### src/rtl/move_ctrl.sv
// move_ctrl: consumer of the get_input stage.
// Requests a sample, waits for the done strobe (or times out), applies the
// latched right/left/reset command to a bounded position register, then
// holds for a fixed move tick before re-arming the request.
module move_ctrl #(
    parameter int POS_W    = 4,
    parameter int POS_MAX  = 15,
    parameter int POS_INIT = 7,
    parameter int WRAP     = 0,
    parameter int TICK_CYC = 4,
    parameter int TO_CYC   = 16
) (
    input  logic             clk_i,
    input  logic             rst_i,
    input  logic             run_i,
    output logic             e_inp_o,
    input  logic             d_inp_i,
    input  logic             right_i,
    input  logic             left_i,
    input  logic             rst_cmd_i,
    output logic [POS_W-1:0] pos_o,
    output logic             moved_o,
    output logic             bump_o,
    output logic             timeout_o
);

    localparam int TO_W   = (TO_CYC > 1) ? $clog2(TO_CYC) : 1;
    localparam int TICK_W = (TICK_CYC > 1) ? $clog2(TICK_CYC) : 1;

    localparam logic [POS_W-1:0]  P_MAX     = POS_W'(POS_MAX);
    localparam logic [POS_W-1:0]  P_INIT    = POS_W'(POS_INIT);
    localparam logic [POS_W-1:0]  P_ONE     = POS_W'(1);
    localparam logic [TO_W-1:0]   TO_LAST   = TO_W'(TO_CYC - 1);
    localparam logic [TO_W-1:0]   TO_ONE    = TO_W'(1);
    localparam logic [TICK_W-1:0] TICK_LAST = TICK_W'(TICK_CYC - 1);
    localparam logic [TICK_W-1:0] TICK_ONE  = TICK_W'(1);

    typedef enum logic [1:0] {
        S_IDLE  = 2'd0,
        S_WAIT  = 2'd1,
        S_APPLY = 2'd2,
        S_HOLD  = 2'd3
    } state_t;

    // Command captured on the done strobe; get_input may change its
    // outputs right after, so APPLY works only from this copy.
    typedef struct packed {
        logic rst;
        logic right;
        logic left;
    } cmd_t;

    state_t            state;
    cmd_t              cmd_q;
    logic [TO_W-1:0]   to_cnt;
    logic [TICK_W-1:0] tick;

    logic [POS_W-1:0]  nxt_pos;
    logic              nxt_bump;

    // Next position from the latched command: reset command wins, opposing
    // directions cancel, and a step off either end wraps or is blocked.
    always_comb begin
        nxt_pos  = pos_o;
        nxt_bump = 1'b0;
        if (cmd_q.rst) begin
            nxt_pos = P_INIT;
        end else if (cmd_q.right && !cmd_q.left) begin
            if (pos_o == P_MAX) begin
                if (WRAP != 0) nxt_pos = '0;
                else           nxt_bump = 1'b1;
            end else begin
                nxt_pos = pos_o + P_ONE;
            end
        end else if (cmd_q.left && !cmd_q.right) begin
            if (pos_o == '0) begin
                if (WRAP != 0) nxt_pos = P_MAX;
                else           nxt_bump = 1'b1;
            end else begin
                nxt_pos = pos_o - P_ONE;
            end
        end
    end

    // Handshake / apply / hold sequencer; all outputs registered here and the
    // status pulses default low so each lives exactly one cycle.
    always_ff @(posedge clk_i) begin
        if (!rst_i) begin
            state     <= S_IDLE;
            cmd_q     <= '0;
            to_cnt    <= '0;
            tick      <= '0;
            pos_o     <= P_INIT;
            e_inp_o   <= 1'b0;
            moved_o   <= 1'b0;
            bump_o    <= 1'b0;
            timeout_o <= 1'b0;
        end else begin
            moved_o   <= 1'b0;
            bump_o    <= 1'b0;
            timeout_o <= 1'b0;
            case (state)
                S_IDLE: begin
                    e_inp_o <= 1'b0;
                    if (run_i) begin
                        state   <= S_WAIT;
                        e_inp_o <= 1'b1;
                        to_cnt  <= '0;
                    end
                end
                // run_i is deliberately ignored here: once requested, the
                // handshake is always closed out by done or by timeout.
                S_WAIT: begin
                    if (d_inp_i) begin
                        cmd_q.rst   <= rst_cmd_i;
                        cmd_q.right <= right_i;
                        cmd_q.left  <= left_i;
                        e_inp_o     <= 1'b0;
                        state       <= S_APPLY;
                    end else if (to_cnt == TO_LAST) begin
                        e_inp_o   <= 1'b0;
                        timeout_o <= 1'b1;
                        tick      <= TICK_LAST;
                        state     <= S_HOLD;
                    end else begin
                        to_cnt <= to_cnt + TO_ONE;
                    end
                end
                S_APPLY: begin
                    pos_o   <= nxt_pos;
                    moved_o <= (nxt_pos != pos_o);
                    bump_o  <= nxt_bump;
                    tick    <= TICK_LAST;
                    state   <= S_HOLD;
                end
                S_HOLD: begin
                    if (tick == '0) begin
                        if (run_i) begin
                            state   <= S_WAIT;
                            e_inp_o <= 1'b1;
                            to_cnt  <= '0;
                        end else begin
                            state <= S_IDLE;
                        end
                    end else begin
                        tick <= tick - TICK_ONE;
                    end
                end
                default: begin
                    state   <= S_IDLE;
                    e_inp_o <= 1'b0;
                end
            endcase
        end
    end

endmodule

### config.mk
export PLATFORM = sky130hd
export DESIGN_NAME = move_ctrl
export DESIGN_NICKNAME = d
export VERILOG_FILES = /design/src/rtl/move_ctrl.sv
export SDC_FILE = /design/constraint.sdc
export NUM_CORES = 1
export LEC_CHECK = 0
export ABC_CLOCK_PERIOD_IN_PS = 2000
export CAP_MARGIN = 0
export CORE_MARGIN = 1.5
export CORE_UTILIZATION = 56
export CTS_BUF_LIST = sky130_fd_sc_hd__clkbuf_8
export DETAILED_ROUTE_END_ITERATION = 12
export PLACE_DENSITY_LB_ADDON = 0.1
export SYNTH_ARGS = -nofsm -noshare
export SYNTH_HDL_FRONTEND = slang
export SYNTH_SLANG_ARGS = --single-unit
### constraint.sdc
create_clock -name clk_i -period 2 [get_ports clk_i]
set_input_delay 0.3 -clock clk_i [delete_from_list [all_inputs] [get_ports clk_i]]
set_output_delay 0.3 -clock clk_i [all_outputs]
set_load 0.02 [all_outputs]
-- Word level (Yosys, flattened, before mapping)
Cells that the tools add are included.
- register bits: 19
- input bits: 7
- output and inout bits: 8
- word-level logic and storage cells: 79
- add/sub/neg operators: 4
- equality and inequality tests: 14
- multiplexer cells: 30
- bitwise logic cells: 3
- reductions and logical operators: 17
- operators by type and width (kind ; count):
    4-bit 2-to-1 mux ; 9
    2-bit != test, second input constant ; 7
    2-bit 2-to-1 mux ; 6
    4-bit case mux with 3 select lines ; 1
    4-bit AND reduction ; 3
    1-bit 2-to-1 mux ; 11
    4-bit by 1-bit adder with 4-bit output, second input constant ; 2
    4-bit equality test, second input constant ; 2
    2-bit case mux with 4 select lines ; 1
    2-bit case mux with 3 select lines ; 1
    3-bit nonzero test ; 2
    3-bit OR reduction ; 2
    2-bit equality test, second input constant ; 2
    2-bit zero test ; 2
    4-bit zero test ; 1
    4-bit != test ; 1
    2-bit AND reduction ; 2
    4-bit by 1-bit subtractor with 4-bit output, second input constant ; 1
    3-bit != test, second input constant ; 1
    1-bit NOT ; 3
    1-bit case mux with 3 select lines ; 1
    3-bit AND reduction ; 1
    2-bit by 1-bit equality test with 1-bit output, second input constant ; 1
    1-bit logical AND ; 2
    other kinds (2) ; 3

-- Longest topological paths before layout
Gate-level depths: netlist (run 1).
- depth after elaboration: 6
- depth in mapped cells: 7
- gate-level depth less buffers: 7

-- Least setup slack after synthesis (run 1)
No wires, ideal clock.
- kind: reg-to-reg
- from: register pos_o[0]
- to: register pos_o[1]
- library setup time: 0.074 ns
- data arrival time: 1.678 ns
- data required time: 1.926 ns
- slack: 0.248 ns
- stages on the path, launching flop included: 8
- path buffers: 0
- period minus slack after synthesis: 1.752 ns
- path through: dfxtp_1 -> inv_1 -> ha_1 -> and2b_2 -> a21oi_1 -> mux2_2 -> o21ai_0 -> a31oi_1
- cells in the longest elaborated chain, start to end: 5
- elaborated cells on any way between the ends: 9
- classes of those cells: add/sub (2); eq/ne (1); mux (5); reduce/logical (1)
- RTL lines (what ; RTL line ; RTL):
    from (decl) ; 21 ; output logic [POS_W-1:0] pos_o,
    from (signal assigned) ; 130 ; pos_o <= nxt_pos;
    4-bit by 1-bit subtractor with 4-bit output or 4-bit zero test (tied branches) ; 80, 76 ;
    4-bit 2-to-1 mux ; 76 ; if (pos_o == '0) begin
    4-bit 2-to-1 mux ; 75 ; end else if (cmd_q.left && !cmd_q.right) begin
    4-bit 2-to-1 mux * ; 68 ; end else if (cmd_q.right && !cmd_q.left) begin
    4-bit 2-to-1 mux * ; 66 ; if (cmd_q.rst) begin
Mark *: on every way between the ends. The rest lies on a longest branch, timed or not.
A chain may end at the register's enable or synchronous reset.

-- Final worst setup path (run 1)
- from: register pos_o[0]
- to: register moved_o
- cells in the longest elaborated chain, start to end: 6
- elaborated cells on any way between the ends: 10
- classes of those cells: add/sub (2); eq/ne (2); mux (5); reduce/logical (1)
- RTL lines (what ; RTL line ; RTL):
    4-bit by 1-bit subtractor with 4-bit output or 4-bit zero test (tied branches) ; 80, 76 ;
    4-bit 2-to-1 mux ; 76 ;
    4-bit 2-to-1 mux ; 75 ;
    4-bit 2-to-1 mux ; 68 ;
    4-bit 2-to-1 mux ; 66 ;
    4-bit != test * ; 131 ; moved_o <= (nxt_pos != pos_o);
    to (signal assigned) ; 131 ;
    to (decl) ; 22 ; output logic moved_o,
Marks and branches as above.

==> results of run 1 <==
## power groups by stage
| stage | combinational, mW | clock [mW] | sequential, mW |
|---|---|---|---|
| 2_1_floorplan | 0.573 | 0 | 0.557 |
| 3_3_place_gp | 0.734 | 0 | 0.557 |
| 3_5_place_dp | 0.762 | 0 | 0.562 |
| 4_1_cts | 0.763 | 0.263 | 0.553 |
| 5_1_grt | 0.861 | 0.278 | 0.570 |
| 6_report | 0.768 | 0.257 | 0.556 |
## kinds of logic after synthesis
family / Yosys count
AOI/OAI and AO/OA: 40
adders and majority gates: 9
DFF: 19
xor gates and xnor gates: 1
muxes: 4
buffers and inverters: 15
and+or+nand+nor: 55
## layout by cell type (no fill, tap or decap), types with 2 or more instances in the layout
master / instances
nor3_1: 5
and3_1: 2
nor2_1: 8
ha_1: 8
a31oi_1: 5
a21oi_1: 11
a311oi_1: 2
dfxtp_1: 19
nand3_1: 7
nand4_1: 2
mux2i_1: 3
nand2b_1: 5
clkbuf_8: 3
clkdlybuf4s50_1: 14
o21ai_0: 7
nor2b_1: 3
inv_1: 10
o22ai_1: 2
buf_4: 4
or3_1: 2
and2b_2: 2
nand2_1: 12
a211oi_1: 4
## final cells by class
| class | count | area, sq um | share of cell area |
|---|---|---|---|
| Clock inverter | 1 | 3.75 | 0.00270 |
| Multi-Input combinational cell | 109 | 728 | 0.523 |
| Sequential cell | 19 | 380 | 0.273 |
| Timing Repair Buffer | 18 | 170 | 0.122 |
| Inverter | 9 | 33.8 | 0.0243 |
| Clock buffer | 3 | 41.3 | 0.0297 |
| Tap cell | 27 | 33.8 | 0.0243 |
## worst paths after layout
kind / from / endpoint / slack [ns] / depth (start not counted)
max: pos_o[0] / moved_o / 0.14 / 7
min: to_cnt[3] / to_cnt[3] / 0.48 / 2
max reg2reg: pos_o[0] / moved_o / 0.14 / 7
min reg2reg: to_cnt[3] / to_cnt[3] / 0.48 / 2
## through the flow
stage | hold slack, ns | setup slack, ns
after floorplan | 0.373 | 0.248
after global placement | 0.463 | 0.170
after detailed placement | 0.470 | 0.104
after CTS | 0.479 | 0.123
after global routing | 0.515 | 0.0281
final | 0.479 | 0.141
## synth_stat cells (3+ instances only)
library cell / instances / area [sq um]
inv_1: 9 / 33.8
mux2i_1: 3 / 30.0
a31oi_1: 5 / 31.3
nand2_1: 12 / 45.0
nor2b_1: 3 / 18.8
dfxtp_1: 19 / 380
o21ai_0: 7 / 35.0
a211oi_1: 4 / 30.0
nand2b_1: 5 / 31.3
ha_1: 9 / 113
a21oi_1: 12 / 60.1
nor2_1: 8 / 30.0
nand3_1: 7 / 35.0
nor3_1: 5 / 25.0
## what timing repair did
action,in CTS,in global routing
hold endpoints to repair,0,0
setup endpoints to repair,0,2
resized for setup,0,2
hold buffers,0,0
## tightest hold or removal path: stages, from the launching register on
cell and delay, ns:
dfxtp_1 0.32, nand2_1 0.06, o22ai_1 0.05
## flip-flops by register name (all words and copies together) (netlist names)
signal,flops
pos_o,4
to_cnt,4
cmd_q,3
state,2
tick,2
bump_o,1
e_inp_o,1
moved_o,1
timeout_o,1
## routing by layer
| layer | track usage | part of all wire | up-vias | wire length (um) |
|---|---|---|---|---|
| met5 | 0 | 0 | - | 0 |
| met4 | 0.0714 | 0.0046 | 0 | 11 |
| met3 | 0.0368 | 0.021 | 2 | 51 |
| met2 | 0.374 | 0.50 | 13 | 1200 |
| met1 | 0.249 | 0.47 | 477 | 1120 |
| li1 | - | - | 552 | - |
==> out/qor.csv, run 1 <==
metric;value;unit
status;completed;
instances_no_fill;186;
synth_seq_cells;19;
ys.flop_type;dfxtp_1;
synth-edff-count;0;
internal_power;941;uW
cts_root_buffer;clkbuf_8;
drc_errors;0;
ant_nets;0;
track_usage;0.208;
grt_pass1_wl;3910;um
nets;176;
required;2.13;ns
tritoncts;built;
row_count;16;
switching_share;0.405;
end_kind;flip-flop;
core;1980;sq um
comb_power_share;0.486;
antenna_cells;0;
crit_chain;inv_1, ha_1, and2b_2, a31oi_1, o221a_2, xor2_1, a31oi_1;
synth_compound_area_frac;0.221;
synth-xor-area-share;0.00742;
wl_per_cell;12.8;um
fin_crit;1.86;ns
peakVddDrop;879;uV
pwr-share-seq;0.351;
hold_class;reg -> reg;
clockPowerShare;0.163;
antenna_found_initial;0;
area_growth;17.8;%
worstPathArrival;1.99;ns
final_area;1390;sq um
overflow;0;
cts.sinks;19;
synth-simple-area-share;0.252;
syn_area;1180;sq um
p_switching;640;uW
dr.pass1.iters;4;
clk_latency;0.25;ns
crit_fanout;9;
vias;1044;
tightest_slew;0.451;ns
wl;2380;um
cp-start-kind;flip-flop;
dp.cells;182;
crit_buf_inv;1;
die_y;48.9;um
ys_types;42;
crit_type;reg -> reg;
fin_util;0.702;
port_buffers;14;
synth_top_family_by_area;simple AND/OR/NAND/NOR gates;
dp_hpwl;1750;um
clock_path_buffers;2;
slew_viol_final;0;
power_density;1140;nW/um^2
htree_levels;1;
hold_viol;0;
fin_skew;0.00144;ns
drtIter0Drc;21;
nFillCells;155;
rsz0062_at_grt;no;
synth.mux.area_fraction;0.0350;
slowest_delay;0.49;ns
ioPinCount;15;
numCtsBuffers;3;
relSlewSlack;0.698;
crit_top_cell;a31oi_1;
place_congestion;0.807;
tns;0;ns
synth_cells;143;
die_area;2390;sq um
floorplan.initialDensity;0.596;
synth_nets;159;
yosys_warnings;0;
clk_pin_slew;0.07;ns
ys_seq_area_frac;0.322;
drive_above_1_share;0.107;
avgSynthCellArea;8.26;sq um
setup-violations-final;0;
die_w;48.9;um
synth-async-reset-ratio;0;
synth_fa_ha_area_frac;0.0953;
drv_cap;0;
grt_pass1_vias;920;
critPathTopFamily;compound AO/OA/AOI/OAI gates;
vias_per_cell;5.61;
fin_crit_sh;0.930;
grt_start_max_net_pins;14;
critical_path.slowest_cell;dfxtp_1;
place_area;1340;sq um
power;1.58;mW
fmax;538;MHz
postCtsSetupBuffers;0;
leakage;0.534;nW
Note: power is estimated with default switching activity, not from simulation.
==> inputs of run 2 (changes only) <==
CORE_MARGIN = default   (was 1.5)
==> out/qor.csv, run 2 (same netlist as run 1, synthesis figures left out) <==
metric;value;unit;change
status;completed;;unchanged
hold_viol;0;;unchanged
dr.pass1.iters;4;;unchanged
drv_cap;0;;unchanged
worstPathArrival;2.01;ns;was 1.99 ns
clk_pin_slew;0.08;ns;was 0.07 ns
hold_class;reg -> reg;;unchanged
tritoncts;built;;unchanged
worstRegToRegCells;7;;unchanged
die_area;2300;sq um;was 2390 sq um
pwr-share-seq;0.345;;was 0.351
peakVddDrop;866;uV;was 879 uV
htree_levels;1;;unchanged
cp.depth;7;;unchanged
drc_errors;0;;unchanged
cts_root_buffer;clkbuf_8;;unchanged
layout_commonest_cell;dfxtp_1;;unchanged
leakage;0.537;nW;was 0.534 nW
min_path_cells;2;;unchanged
drtIter0Drc;15;;was 21
rsz0062_at_grt;no;;unchanged
crit_fanout;6;;was 9
slew_viol_final;0;;unchanged
nFillCells;156;;was 155
layout_common_cells;dfxtp_1 (19), clkdlybuf4s50_1 (14), nand2_1 (12), a21oi_1 (12);;was dfxtp_1 (19), clkdlybuf4s50_1 (14), nand2_1 (12), a21oi_1 (11), inv_1 (10)
critical_path.slowest_cell;dfxtp_1;;unchanged
place_congestion;0.785;;was 0.807
ctsHoldBuffers;0;;unchanged
track_usage;0.218;;was 0.208
cts.sinks;19;;unchanged
wl_per_cell;12.5;um;was 12.8 um
slowest_delay;0.42;ns;was 0.49 ns
fmax;550;MHz;was 538 MHz
floorplan.initialDensity;0.596;;unchanged
die_w;47.9;um;was 48.9 um
row_count;16;;unchanged
dp_hpwl;1790;um;was 1750 um
switching_share;0.404;;was 0.405
overflow;0;;unchanged
relSlewSlack;0.706;;was 0.698
grt_start_max_net_pins;14;;unchanged
ant_nets;0;;unchanged
port_buffers;14;;unchanged
comb_power_share;0.488;;was 0.486
clockPowerShare;0.167;;was 0.163
nets;177;;was 176
crit_chain;inv_1, ha_1, and2b_2, a21oi_1, mux2_2, o21ai_0, a31oi_1;;was inv_1, ha_1, and2b_2, a31oi_1, o221a_2, xor2_1, a31oi_1
largestRegisters;pos_o x4, to_cnt x4, cmd_q x3;;unchanged
vias_per_cell;5.57;;was 5.61
setup-violations-final;0;;unchanged
p_switching;642;uW;was 640 uW
tns;0;ns;unchanged
power_density;1140;nW/um^2;about the same
crit_type;reg -> reg;;unchanged
antenna_cells;0;;unchanged
ioPinCount;15;;unchanged
required;2.19;ns;was 2.13 ns
drive_above_1_share;0.106;;was 0.107
fin_crit;1.82;ns;was 1.86 ns
instances_no_fill;187;;was 186
internal_power;946;uW;was 941 uW
area_growth;18.0;%;was 17.8%
fin_crit_sh;0.910;;was 0.930
numCtsBuffers;3;;unchanged
end_kind;flip-flop;;unchanged
antenna_found_initial;0;;unchanged
clock_path_buffers;2;;unchanged
crit_buf_inv;1;;unchanged
fin_skew;0.00620;ns;was 0.00144 ns
dp.cells;183;;was 182
cp-start-kind;flip-flop;;unchanged
die_y;47.9;um;was 48.9 um
core;1980;sq um;unchanged
tightest_slew;0.438;ns;was 0.451 ns
vias;1041;;was 1044
wl;2340;um;was 2380 um
grt_pass1_vias;870;;was 920
critPathTopFamily;compound AO/OA/AOI/OAI gates;;unchanged
clk_latency;0.25;ns;about the same
cts.repair.resized;0;;unchanged
grt_pass1_wl;3560;um;was 3910 um
postCtsSetupBuffers;0;;unchanged
[run 2: changes by cell type in the layout (fill, tap and decap cells not counted), sizes merged]
cell    change
buf         +1
clkinv      +1
inv         -1
[run 2: cell type report]
type | instances | area (sq um) | share of cell area
Clock buffer | 3 | 41.3 | 0.0296
Clock inverter | 1 | 5.00 | 0.00359
Inverter | 9 | 33.8 | 0.0242
Multi-Input combinational cell | 109 | 722 | 0.518
Sequential cell | 19 | 380 | 0.273
Tap cell | 27 | 33.8 | 0.0242
Timing Repair Buffer | 19 | 178 | 0.127
[run 2: tightest hold or removal path: cells and delay by family, from the launching register on]
kind | cells | cell delay (ns)
simple gates | 1 | 0.06
compound gates | 1 | 0.05
flops | 1 | 0.33
[run 2: power groups by stage]
stage | logic (mW) | registers [mW] | clock network [mW]
finish | 0.775 | 0.549 | 0.265
global placement | 0.752 | 0.552 | 0
global route | 0.877 | 0.565 | 0.286
detailed placement | 0.772 | 0.555 | 0
CTS | 0.775 | 0.547 | 0.270
floorplan | 0.573 | 0.557 | 0
[run 2: path summary, 6_finish.rpt]
check / startpoint / end / slack, ns
max: pos_o[1] / pos_o[1] / 0.18
min: to_cnt[3] / to_cnt[3] / 0.48
max reg2reg: pos_o[1] / pos_o[1] / 0.18
min reg2reg: to_cnt[3] / to_cnt[3] / 0.48
[run 2: routing by layer]
metal | global-route usage | part of all wire | up-vias
met5 | 0 | 0 | -
met4 | 0.0500 | 0.0047 | 0
met3 | 0.0340 | 0.012 | 2
met2 | 0.432 | 0.52 | 9
met1 | 0.236 | 0.46 | 479
li1 | - | - | 551
[run 2: per-stage QoR]
| stage | instance area (sq um) | worst slack (ns) | total power, mW | hold slack [ns] | util |
|---|---|---|---|---|---|
| final | 1390 | 0.181 | 1.59 | 0.483 | 0.703 |
| after global routing | 1390 | 0.0366 | 1.73 | 0.515 | 0.703 |
| after CTS | 1390 | 0.191 | 1.59 | 0.477 | 0.703 |
| after detailed placement | 1350 | 0.138 | 1.33 | 0.467 | 0.680 |
| after global placement | 1350 | 0.175 | 1.30 | 0.462 | 0.680 |
| after floorplan | 1180 | 0.248 | 1.13 | 0.373 | - |
